File: src/rtl/ocx_tlx_cmd_sched_pkg.sv
// ocx_tlx_cmd_sched_pkg
// Shared definitions for the TLX VC1 command-read scheduler:
//   - scheduler state encoding
//   - config-space opcode constants
//   - opcode class decode helper
package ocx_tlx_cmd_sched_pkg;

  typedef enum logic [1:0] {
    ST_IDLE  = 2'd0,
    ST_INIT  = 2'd1,
    ST_RUN   = 2'd2,
    ST_FLUSH = 2'd3
  } sched_state_t;

  localparam logic [7:0] OP_CFG_RD = 8'hE0;
  localparam logic [7:0] OP_CFG_WR = 8'hE1;

  // 1 = config class (uses CFG credits), 0 = AFU class.
  function automatic logic is_cfg_op(input logic [7:0] opcode);
    return (opcode == OP_CFG_RD) || (opcode == OP_CFG_WR);
  endfunction

endpackage

File: src/rtl/ocx_tlx_cmd_sched_if.sv
// ocx_tlx_cmd_sched_if
// Bundles the scheduler's credit, FIFO-head, flush and output signals.
//   slave  : scheduler side (consumes credits/head info, drives pops/credits)
//   master : environment side (FIFO, AFU, CFG, CRC logic)
interface ocx_tlx_cmd_sched_if #(
  parameter int AFU_CRD_WIDTH = 7,
  parameter int CFG_CRD_WIDTH = 4
);
  logic                     cmd_credit_enable;
  logic [AFU_CRD_WIDTH-1:0] afu_tlx_cmd_initial_credit;
  logic [CFG_CRD_WIDTH-1:0] cfg_tlx_initial_credit;
  logic                     afu_tlx_cmd_credit;
  logic                     cfg_tlx_credit_return;
  logic                     cmd_head_valid;
  logic [7:0]               cmd_head_opcode;
  logic                     crc_flush_inprog;
  logic                     crc_flush_done;
  logic                     data_hold_vc1;
  logic                     cmd_rd_ena;
  logic                     rcv_xmt_credit_v;
  logic [AFU_CRD_WIDTH-1:0] afu_credit_cnt;
  logic [CFG_CRD_WIDTH-1:0] cfg_credit_cnt;
  logic                     credit_overflow_err;

  modport slave (
    input  cmd_credit_enable, afu_tlx_cmd_initial_credit, cfg_tlx_initial_credit,
           afu_tlx_cmd_credit, cfg_tlx_credit_return, cmd_head_valid,
           cmd_head_opcode, crc_flush_inprog, crc_flush_done, data_hold_vc1,
    output cmd_rd_ena, rcv_xmt_credit_v, afu_credit_cnt, cfg_credit_cnt,
           credit_overflow_err
  );

  modport master (
    output cmd_credit_enable, afu_tlx_cmd_initial_credit, cfg_tlx_initial_credit,
           afu_tlx_cmd_credit, cfg_tlx_credit_return, cmd_head_valid,
           cmd_head_opcode, crc_flush_inprog, crc_flush_done, data_hold_vc1,
    input  cmd_rd_ena, rcv_xmt_credit_v, afu_credit_cnt, cfg_credit_cnt,
           credit_overflow_err
  );
endinterface

File: src/rtl/ocx_tlx_credit_ctr.sv
// ocx_tlx_credit_ctr
// Credit counter with a grant cap captured at load time.
//   clk, reset_n : clock, synchronous active-low reset
//   load/init_val: capture count and cap from the initial grant
//   dec          : one credit consumed this cycle
//   inc          : one credit returned this cycle
//   count        : current credit count
//   ovf          : combinational pulse, a return arrived while count == cap
module ocx_tlx_credit_ctr #(
  parameter int WIDTH = 7
) (
  input  logic             clk,
  input  logic             reset_n,
  input  logic             load,
  input  logic [WIDTH-1:0] init_val,
  input  logic             dec,
  input  logic             inc,
  output logic [WIDTH-1:0] count,
  output logic             ovf
);
  logic [WIDTH-1:0] count_q, count_d;
  logic [WIDTH-1:0] cap_q, cap_d;

  always_comb begin
    count_d = count_q;
    cap_d   = cap_q;
    ovf     = 1'b0;
    if (load) begin
      count_d = init_val;
      cap_d   = init_val;
    end else begin
      case ({dec, inc})
        2'b10: count_d = count_q - 1'b1;   // issue guarantees count_q != 0
        2'b01: begin
          if (count_q == cap_q) ovf = 1'b1; // saturate at the grant
          else                  count_d = count_q + 1'b1;
        end
        default: count_d = count_q;        // idle, or consume+return nets out
      endcase
    end
  end

  always_ff @(posedge clk) begin
    if (!reset_n) begin
      count_q <= '0;
      cap_q   <= '0;
    end else begin
      count_q <= count_d;
      cap_q   <= cap_d;
    end
  end

  assign count = count_q;
endmodule

File: src/rtl/ocx_tlx_cmd_sched.sv
// ocx_tlx_cmd_sched
// VC1 command-FIFO read scheduler. Pops the FIFO head when its opcode class
// holds credits, sequences the initial host credit grant, and pauses issue
// during CRC flush.
//   tlx_clk : sole clock
//   reset_n : synchronous active-low reset
//   bus     : scheduler side of ocx_tlx_cmd_sched_if (credits, head, flush,
//             cmd_rd_ena / rcv_xmt_credit_v / counts / overflow error)
module ocx_tlx_cmd_sched
  import ocx_tlx_cmd_sched_pkg::*;
#(
  parameter int CMD_ADDR_WIDTH = 6,
  parameter int AFU_CRD_WIDTH  = 7,
  parameter int CFG_CRD_WIDTH  = 4
) (
  input logic                  tlx_clk,
  input logic                  reset_n,
  ocx_tlx_cmd_sched_if.slave   bus
);
  localparam logic [CMD_ADDR_WIDTH:0] INIT_CNT_RST = {1'b1, {CMD_ADDR_WIDTH{1'b0}}};

  sched_state_t              state_q, state_d;
  logic [CMD_ADDR_WIDTH:0]   init_cnt_q, init_cnt_d;
  logic                      rd_ena_q, rd_ena_d;
  logic                      xmt_v_q, xmt_v_d;
  logic                      err_q, err_d;

  logic [AFU_CRD_WIDTH-1:0]  afu_cnt;
  logic [CFG_CRD_WIDTH-1:0]  cfg_cnt;
  logic                      afu_ovf, cfg_ovf;
  logic                      head_is_cfg, cls_has_crd, issue;
  logic                      crd_load, crd_accept;

  assign head_is_cfg = is_cfg_op(bus.cmd_head_opcode);
  assign cls_has_crd = head_is_cfg ? (cfg_cnt != '0) : (afu_cnt != '0);
  // rd_ena_q in the term gives the one-cycle gap the FIFO needs to advance.
  assign issue = (state_q == ST_RUN) && bus.cmd_head_valid && !bus.data_hold_vc1 &&
                 !bus.crc_flush_inprog && !rd_ena_q && cls_has_crd;
  assign crd_load   = (state_q == ST_INIT) && bus.cmd_credit_enable;
  // Returns before the grant is loaded would corrupt the cap check.
  assign crd_accept = (state_q == ST_RUN) || (state_q == ST_FLUSH);

  always_comb begin
    state_d = state_q;
    case (state_q)
      ST_IDLE:  state_d = ST_INIT;
      ST_INIT:  if (bus.cmd_credit_enable) state_d = ST_RUN;
      ST_RUN:   if (bus.crc_flush_inprog)  state_d = ST_FLUSH;
      ST_FLUSH: if (bus.crc_flush_done)    state_d = ST_RUN;
      default:  state_d = ST_IDLE;
    endcase
  end

  always_comb begin
    init_cnt_d = init_cnt_q;
    rd_ena_d   = issue;
    // During the host grant window every cycle returns a credit anyway, so
    // pops there are already covered and add no pulse.
    if (init_cnt_q != '0) begin
      init_cnt_d = init_cnt_q - 1'b1;
      xmt_v_d    = 1'b1;
    end else begin
      xmt_v_d    = issue;
    end
    err_d = err_q | afu_ovf | cfg_ovf;
  end

  always_ff @(posedge tlx_clk) begin
    if (!reset_n) begin
      state_q    <= ST_IDLE;
      init_cnt_q <= INIT_CNT_RST;
      rd_ena_q   <= 1'b0;
      xmt_v_q    <= 1'b0;
      err_q      <= 1'b0;
    end else begin
      state_q    <= state_d;
      init_cnt_q <= init_cnt_d;
      rd_ena_q   <= rd_ena_d;
      xmt_v_q    <= xmt_v_d;
      err_q      <= err_d;
    end
  end

  ocx_tlx_credit_ctr #(.WIDTH(AFU_CRD_WIDTH)) u_afu_ctr (
    .clk      (tlx_clk),
    .reset_n  (reset_n),
    .load     (crd_load),
    .init_val (bus.afu_tlx_cmd_initial_credit),
    .dec      (issue && !head_is_cfg),
    .inc      (crd_accept && bus.afu_tlx_cmd_credit),
    .count    (afu_cnt),
    .ovf      (afu_ovf)
  );

  ocx_tlx_credit_ctr #(.WIDTH(CFG_CRD_WIDTH)) u_cfg_ctr (
    .clk      (tlx_clk),
    .reset_n  (reset_n),
    .load     (crd_load),
    .init_val (bus.cfg_tlx_initial_credit),
    .dec      (issue && head_is_cfg),
    .inc      (crd_accept && bus.cfg_tlx_credit_return),
    .count    (cfg_cnt),
    .ovf      (cfg_ovf)
  );

  assign bus.cmd_rd_ena          = rd_ena_q;
  assign bus.rcv_xmt_credit_v    = xmt_v_q;
  assign bus.afu_credit_cnt      = afu_cnt;
  assign bus.cfg_credit_cnt      = cfg_cnt;
  assign bus.credit_overflow_err = err_q;
endmodule

File: src/flat_wrapper.sv
// flat-port wrapper written by rule: the top's interface ports become plain ports
module ocx_tlx_cmd_sched_flat import ocx_tlx_cmd_sched_pkg::*;
#(
  parameter int CMD_ADDR_WIDTH = 6,
  parameter int AFU_CRD_WIDTH  = 7,
  parameter int CFG_CRD_WIDTH  = 4
)
  (tlx_clk, reset_n, bus_cmd_credit_enable, bus_afu_tlx_cmd_initial_credit, bus_cfg_tlx_initial_credit, bus_afu_tlx_cmd_credit, bus_cfg_tlx_credit_return, bus_cmd_head_valid, bus_cmd_head_opcode, bus_crc_flush_inprog, bus_crc_flush_done, bus_data_hold_vc1, bus_cmd_rd_ena, bus_rcv_xmt_credit_v, bus_afu_credit_cnt, bus_cfg_credit_cnt, bus_credit_overflow_err);
  ocx_tlx_cmd_sched_if #(.AFU_CRD_WIDTH(AFU_CRD_WIDTH), .CFG_CRD_WIDTH(CFG_CRD_WIDTH)) bus_i ();
  input logic tlx_clk;
  input logic reset_n;
  input wire logic [$bits(bus_i.cmd_credit_enable)-1:0] bus_cmd_credit_enable;
  input wire logic [$bits(bus_i.afu_tlx_cmd_initial_credit)-1:0] bus_afu_tlx_cmd_initial_credit;
  input wire logic [$bits(bus_i.cfg_tlx_initial_credit)-1:0] bus_cfg_tlx_initial_credit;
  input wire logic [$bits(bus_i.afu_tlx_cmd_credit)-1:0] bus_afu_tlx_cmd_credit;
  input wire logic [$bits(bus_i.cfg_tlx_credit_return)-1:0] bus_cfg_tlx_credit_return;
  input wire logic [$bits(bus_i.cmd_head_valid)-1:0] bus_cmd_head_valid;
  input wire logic [$bits(bus_i.cmd_head_opcode)-1:0] bus_cmd_head_opcode;
  input wire logic [$bits(bus_i.crc_flush_inprog)-1:0] bus_crc_flush_inprog;
  input wire logic [$bits(bus_i.crc_flush_done)-1:0] bus_crc_flush_done;
  input wire logic [$bits(bus_i.data_hold_vc1)-1:0] bus_data_hold_vc1;
  output wire logic [$bits(bus_i.cmd_rd_ena)-1:0] bus_cmd_rd_ena;
  output wire logic [$bits(bus_i.rcv_xmt_credit_v)-1:0] bus_rcv_xmt_credit_v;
  output wire logic [$bits(bus_i.afu_credit_cnt)-1:0] bus_afu_credit_cnt;
  output wire logic [$bits(bus_i.cfg_credit_cnt)-1:0] bus_cfg_credit_cnt;
  output wire logic [$bits(bus_i.credit_overflow_err)-1:0] bus_credit_overflow_err;
  assign bus_i.cmd_credit_enable = bus_cmd_credit_enable;
  assign bus_i.afu_tlx_cmd_initial_credit = bus_afu_tlx_cmd_initial_credit;
  assign bus_i.cfg_tlx_initial_credit = bus_cfg_tlx_initial_credit;
  assign bus_i.afu_tlx_cmd_credit = bus_afu_tlx_cmd_credit;
  assign bus_i.cfg_tlx_credit_return = bus_cfg_tlx_credit_return;
  assign bus_i.cmd_head_valid = bus_cmd_head_valid;
  assign bus_i.cmd_head_opcode = bus_cmd_head_opcode;
  assign bus_i.crc_flush_inprog = bus_crc_flush_inprog;
  assign bus_i.crc_flush_done = bus_crc_flush_done;
  assign bus_i.data_hold_vc1 = bus_data_hold_vc1;
  assign bus_cmd_rd_ena = bus_i.cmd_rd_ena;
  assign bus_rcv_xmt_credit_v = bus_i.rcv_xmt_credit_v;
  assign bus_afu_credit_cnt = bus_i.afu_credit_cnt;
  assign bus_cfg_credit_cnt = bus_i.cfg_credit_cnt;
  assign bus_credit_overflow_err = bus_i.credit_overflow_err;
  ocx_tlx_cmd_sched #(.CMD_ADDR_WIDTH(CMD_ADDR_WIDTH), .AFU_CRD_WIDTH(AFU_CRD_WIDTH), .CFG_CRD_WIDTH(CFG_CRD_WIDTH)) u_core (.tlx_clk(tlx_clk), .reset_n(reset_n), .bus(bus_i));
endmodule
File: config.mk
export PLATFORM = sky130hd
export DESIGN_NAME = ocx_tlx_cmd_sched_flat
export DESIGN_NICKNAME = d
export VERILOG_FILES = /design/src/rtl/ocx_tlx_cmd_sched_pkg.sv /design/src/rtl/ocx_tlx_cmd_sched_if.sv /design/src/rtl/ocx_tlx_credit_ctr.sv /design/src/rtl/ocx_tlx_cmd_sched.sv /design/src/flat_wrapper.sv
export SDC_FILE = /design/constraint.sdc
export NUM_CORES = 1
export LEC_CHECK = 0
export BUFFER_PORTS_ARGS = -buffer_cell sky130_fd_sc_hd__buf_2
export CAP_MARGIN = 25
export CORE_MARGIN = 4
export CORE_UTILIZATION = 50
export DETAILED_ROUTE_END_ITERATION = 16
export GPL_TIMING_DRIVEN = 0
export PLACE_DENSITY = 0.71
export SYNTH_ARGS = -nofsm -noshare
export SYNTH_HDL_FRONTEND = slang
export SYNTH_HIERARCHICAL = 1
export SYNTH_SLANG_ARGS = --single-unit
File: constraint.sdc
create_clock -name tlx_clk -period 3.2 [get_ports tlx_clk]
set_input_delay 0 -clock tlx_clk [delete_from_list [all_inputs] [get_ports tlx_clk]]
set_output_delay 0 -clock tlx_clk [all_outputs]
set_load 0.005 [all_outputs]
==> results of run 1 <==
==> worst max-delay path by stage <==
| stage | from | to | cells after the start |
|---|---|---|---|
| finish | u_core/u_afu_ctr/count[2] | u_core/u_afu_ctr/count[6] | 10 |
| floorplan | u_core/u_afu_ctr/count[2] | u_core/u_afu_ctr/count[6] | 10 |
| detailed placement | u_core/u_afu_ctr/count[2] | u_core/u_afu_ctr/count[6] | 10 |
| global placement | u_core/u_afu_ctr/count[2] | u_core/u_afu_ctr/count[6] | 10 |
| global route | u_core/state_q[1] | u_core/u_afu_ctr/count[6] | 10 |
| CTS | u_core/u_afu_ctr/count[2] | u_core/u_afu_ctr/count[6] | 10 |
==> registers in the layout (all words and copies together), names as in the netlist <==
register,cells
u_core/state_q,2
u_core/u_afu_ctr/cap_q,7
u_core/u_afu_ctr/count,7
u_core/u_cfg_ctr/cap_q,4
u_core/bus.rcv_xmt_credit_v,1
u_core/bus.credit_overflow_err,1
u_core/init_cnt_q,7
u_core/u_cfg_ctr/count,4
u_core/bus.cmd_rd_ena,1
==> cells by family (layout without fill, tap and decap cells) <==
logic type	count (synthesis)	count (layout)	synth area share (%)
adders and majority gates	11	11	7.03
DFF	34	34	33.3
xor gates and xnor gates	23	23	10.2
muxes	8	8	3.98
buffers and inverters	11	69	3.36
and+or+nand+nor	87	87	24.8
AOI/OAI and AO/OA	52	52	17.4
==> power by group <==
part	switching, W	internal, W	total, W
sequential	0.0000790	0.000492	0.000571
combinational	0.000241	0.000258	0.000499
clock	0.000173	0.000232	0.000405
==> final cells by class <==
class | count | share of cell area, %
Clock inverter | 3 | 1.79
Multi-Input combinational cell | 181 | 51.4
Tap cell | 48 | 2.38
Sequential cell | 34 | 27.0
Timing Repair Buffer | 50 | 11.9
Clock buffer | 5 | 2.73
Buffer | 6 | 1.99
Inverter | 5 | 0.745
==> worst max-delay path, cell delays in order (launching register included) <==
cell and delay, ps:
dfxtp_1 360, or4_4 560, nor4_4 170, nor3b_1 100, nand2b_4 220, ha_1 380
a21o_1 200, a21oi_1 180, a21oi_1 100, o31a_1 280, a21oi_1 130
==> layer usage <==
layer  global-route usage, %  part of all wire [%]  wire (µm)
met3                    4.16                   4.3        198
met1                    26.0                    49       2240
met5                       0                     0          0
met2                    29.5                    45       2060
met4                    8.77                   1.7         77
==> layout by cell type, fill, tap and decap left out, drive strengths merged, types with 4 or more instances in the layout <==
| master | synthesis | layout |
|---|---|---|
| nand2b | 18 | 18 |
| buf | 5 | 45 |
| xor2 | 8 | 8 |
| nand2 | 23 | 23 |
| ha | 9 | 9 |
| a21oi | 18 | 18 |
| dfxtp | 34 | 34 |
| xnor2 | 15 | 15 |
| nor2 | 16 | 16 |
| o211a | 4 | 4 |
| o21ai | 9 | 9 |
| nor3 | 4 | 4 |
| nor4 | 4 | 4 |
| clkbuf | 1 | 6 |
| dlygate4sd3 | 0 | 10 |
| a21boi | 5 | 5 |
| mux2i | 7 | 7 |
| nor2b | 4 | 4 |
==> stage by stage <==
stage	setup WS, ps	total power [W]	std cells
after floorplan	701	0.000950	226
after global placement	525	0.00106	314
after detailed placement	488	0.00107	314
after CTS	460	0.00148	332
after global routing	149	0.00157	332
final	452	0.00147	332
==> repair_timing <==
item / CTS / global route
hold endpoints to repair: 13 / 0
hold buffers: 10 / 0
buffers inserted: 0 / 0
==> results.json, run 1 <==
{
  "vias": 1776,
  "r2r-start": "u_core/u_afu_ctr/count[2]",
  "die-area_um2": 5180,
  "hold_depth": 3,
  "dr.pass1.iters": 4,
  "dp_hpwl_um": 3280,
  "port-buffer-count": 40,
  "fin_crit_sh_pct": 85.9,
  "gr-usage-all-layers_pct": 19.3,
  "grt_pass1_vias": 1692,
  "antenna_found_initial": 0,
  "grt_max_degree": 22,
  "cts_buffers": 5,
  "cts_max_path_buffers": 2,
  "netlist_top_cells_area": "dfxtp_1 33%, xnor2_1 6.0%, ha_1 5.5%",
  "cts_sinks": 34,
  "drt-total-wl_um": 4580,
  "clk_pin_slew_ps": 70,
  "syn_area_um2": 2050,
  "drtIter0Drc": 109,
  "yosysMostFrequentCell": "dfxtp_1",
  "min_from": "bus_cfg_tlx_initial_credit[2]",
  "synth_ff_type": "dfxtp_1",
  "cp-end-kind": "flop",
  "cp.required_ps": 3430,
  "synth_cell_types": 54,
  "htreeDepth": 2,
  "synth-edff-count": 0,
  "rsz0062_at_grt": "no",
  "design_area_um2": 2520,
  "avgSynthCellArea_um2": 9.05,
  "hold_class": "input pin to flop",
  "fin_hold_ws_ps": 7.05,
  "skew_ps": 5.66,
  "status": "complete, no violations",
  "post-route-drc-count": 0,
  "cp-start-kind": "flop",
  "crit_fanout": 9,
  "cp.arrival_ps": 2970,
  "tns_ps": 0,
  "area_growth_pct": 23.2,
  "dieWidth_um": 72.0,
  "vias_per_cell": 5.35,
  "yosys.area.top_type": "dfxtp_1",
  "rows": 22,
  "io_pins": 42,
  "rrSetupSlack_ps": 450,
  "slew_headroom_pct": 62.8,
  "synth_seq_cells": 34,
  "p_per_area_nw_per_um2": 585,
  "multi_input_area_um2": 1300,
  "place_area_um2": 2310,
  "routedWlPerCell_um": 13.8,
  "cts_tree": "built",
  "clk_latency_ps": 290,
  "dieHeight_um": 72.0,
  "drv_slew": 0,
  "async_flop_share_pct": 0,
  "diodes": 0,
  "synthesis.nets": 264,
  "overflow": 0,
  "netlist_instances": 226,
  "peakVddDrop_v": 0.000374,
  "utilization_pct": 66.3,
  "drive_gt1_share_pct": 22.5,
  "fmax_ghz": 0.364,
  "n_fill_cell": 329,
  "leakagePower_nw": 1.07,
  "initial_core_util_pct": 53.9,
  "path_class": "flop to flop",
  "synth_common_cells": "34 x dfxtp_1, 23 x nand2_1, 18 x a21oi_1, 17 x nand2b_1, 16 x nor2_1",
  "synth_top_area_share_pct": 33.3,
  "grt_pass1_wl_um": 7800,
  "core_area_um2": 3800,
  "r2r_end": "u_core/u_afu_ctr/count[6]",
  "nets": 321,
  "ctsResizeCount": 0,
  "finalHoldViolCount": 0,
  "seq_area_frac_synth_pct": 33.3,
  "setup_viol": 0,
  "cts_root_buffer": "clkbuf_8",
  "regArea_um2": 681,
  "yosys_warnings": 6,
  "antenna_left": 0,
  "worst_pin_slew_ps": 555,
  "rr_worst_depth": 10,
  "min_period_ps": 2750,
  "hold_path_end": "u_core/u_cfg_ctr/cap_q[2]",
  "gp_congestion": 0.801,
  "cap_viol_max_count": 0
}
Note: power is estimated with default switching activity, not from simulation.
==> run 2: changes to the inputs <==
--- a/config.mk
+++ b/config.mk
@@ -11,6 +11,7 @@
 export CORE_UTILIZATION = 50
 export DETAILED_ROUTE_END_ITERATION = 16
 export GPL_TIMING_DRIVEN = 0
+export HOLD_SLACK_MARGIN = 0.02
 export PLACE_DENSITY = 0.71
 export SYNTH_ARGS = -nofsm -noshare
 export SYNTH_HDL_FRONTEND = slang
==> results.json, run 2 (synthesis results as in run 1) <==
{
  "rsz0062_at_grt": "no",
  "layout_common_cells": "41 x buf_2, 34 x dfxtp_1, 23 x nand2_1",
  "vias": 1784,
  "dieWidth_um": 72.0,
  "worst_path_most_repeated_cell": "a21oi_1",
  "cp-end-kind": "flop",
  "n_fill_cell": 327,
  "p_per_area_nw_per_um2": 580,
  "skew_ps": 5.38,
  "nets": 323,
  "slew_headroom_pct": 63.1,
  "rr_worst_depth": 10,
  "cts_max_path_buffers": 2,
  "grt_pass1_vias": 1692,
  "drive_gt1_share_pct": 22.4,
  "setup_viol": 0,
  "drt-total-wl_um": 4610,
  "rrSetupSlack_ps": 450,
  "cap_viol_max_count": 0,
  "final_common_cell": "buf_2",
  "total_power_w": 0.00147,
  "fmax_ghz": 0.364,
  "cp.required_ps": 3430,
  "leakagePower_nw": 1.08,
  "path_class": "flop to flop",
  "cts_buffers": 5,
  "antenna_found_initial": 0,
  "io_pins": 42,
  "grt_max_degree": 22,
  "cp-start-kind": "flop",
  "hold_path_end": "u_core/bus.cmd_rd_ena",
  "hold_depth": 4,
  "power_switching_w": 0.000491,
  "worst_pin_slew_ps": 551,
  "min_period_ps": 2750,
  "area_growth_pct": 24.2,
  "cts_sinks": 34,
  "post-place-ws_ps": 488,
  "finalHoldViolCount": 0,
  "internal-power_w": 0.000983,
  "peakVddDrop_v": 0.000375,
  "dp_hpwl_um": 3280,
  "clk_pin_slew_ps": 70,
  "cp_slowest_cell": "or4_4",
  "routedWlPerCell_um": 13.8,
  "grt_pass1_wl_um": 7800,
  "cp.arrival_ps": 2970,
  "finalWorstSetupSlack_ps": 454,
  "diodes": 0,
  "dieHeight_um": 72.0,
  "cp_cell_sequence": "or4_4, nor4_4, nor3b_1, nand2b_4, ha_1, a21o_1, a21oi_1, a21oi_1, o31a_1, a21oi_1",
  "overflow": 0,
  "fin_crit_sh_pct": 85.8,
  "clkPwrFrac_pct": 27.5,
  "port-buffer-count": 40,
  "seq_power_share_pct": 38.7,
  "drtIter0Drc": 96,
  "tns_ps": 0,
  "hold_class": "input pin to flop",
  "postCtsSetupBuffers": 0,
  "htreeDepth": 2,
  "clk_latency_ps": 290,
  "regArea_um2": 681,
  "max_stage_delay_ps": 560,
  "dr.pass1.iters": 4,
  "r2r_end": "u_core/u_afu_ctr/count[6]",
  "min_from": "bus_data_hold_vc1",
  "core_area_um2": 3800,
  "status": "complete, no violations",
  "rows": 22,
  "utilization_pct": 66.9,
  "multi_input_area_um2": 1300,
  "fin_hold_ws_ps": 29.3,
  "crit_fanout": 9,
  "cts_root_buffer": "clkbuf_8",
  "swShare_pct": 33.3,
  "gr-usage-all-layers_pct": 19.3,
  "pwr-share-comb_pct": 33.8,
  "post-route-drc-count": 0,
  "initial_core_util_pct": 53.9,
  "gp_congestion": 0.801,
  "r2r-start": "u_core/u_afu_ctr/count[2]",
  "vias_per_cell": 5.34,
  "cts_tree": "built",
  "antenna_left": 0,
  "die-area_um2": 5180,
  "drv_slew": 0
}
run 2: cell count changes in the layout (fill, tap and decap cells not counted):
cell	previous run	this run
dlygate4sd3_1	10	12
run 2: area by class of cell:
| type | count | area share [%] |
|---|---|---|
| Clock inverter | 3 | 1.77 |
| Buffer | 6 | 1.97 |
| Inverter | 5 | 0.739 |
| Timing Repair Buffer | 52 | 12.6 |
| Tap cell | 48 | 2.36 |
| Multi-Input combinational cell | 181 | 51.0 |
| Sequential cell | 34 | 26.8 |
| Clock buffer | 5 | 2.71 |
run 2: worst max-delay path by stage:
stage,slack [ps],startpoint,cells past startpoint,end
global placement,530,u_core/u_afu_ctr/count[2],10,u_core/u_afu_ctr/count[6]
finish,450,u_core/u_afu_ctr/count[2],10,u_core/u_afu_ctr/count[6]
CTS,460,u_core/u_afu_ctr/count[2],10,u_core/u_afu_ctr/count[6]
floorplan,700,u_core/u_afu_ctr/count[2],10,u_core/u_afu_ctr/count[6]
detailed placement,490,u_core/u_afu_ctr/count[2],10,u_core/u_afu_ctr/count[6]
global route,150,u_core/state_q[1],10,u_core/u_afu_ctr/count[6]
run 2: critical path, delay by kind of cell (launching register included):
family / cells / cell delay (ps)
simple gates: 4 / 1050
fa+ha+maj: 1 / 380
compound gates: 5 / 900
flops: 1 / 360
run 2: per-stage QoR:
stage | instance area (µm²) | instances
6_report | 2540 | 334
5_1_grt | 2540 | 334
4_1_cts | 2540 | 334
3_5_place_dp | 2310 | 314
3_3_place_gp | 2310 | 314
2_1_floorplan | 2050 | 226
run 2: repair_timing:
action | CTS | global route
hold endpoints to repair | 15 | 0
hold buffers | 12 | 0
gates resized for setup | 0 | 0
run 2: per-layer routing:
metal | track usage [%] | part of all wire (%) | up-vias
li1 | - | - | 914
met5 | 0 | 0 | -
met1 | 26.0 | 48 | 825
met4 | 8.77 | 1.7 | 0
met2 | 29.5 | 45 | 39
met3 | 4.16 | 5.3 | 6
run 2: power by group through the flow:
stage | registers (W) | clock network [W] | logic (W)
CTS | 0.000571 | 0.000410 | 0.000500
global placement | 0.000579 | 0 | 0.000478
floorplan | 0.000566 | 0 | 0.000383
global route | 0.000585 | 0.000426 | 0.000562
finish | 0.000571 | 0.000405 | 0.000498
detailed placement | 0.000580 | 0 | 0.000487
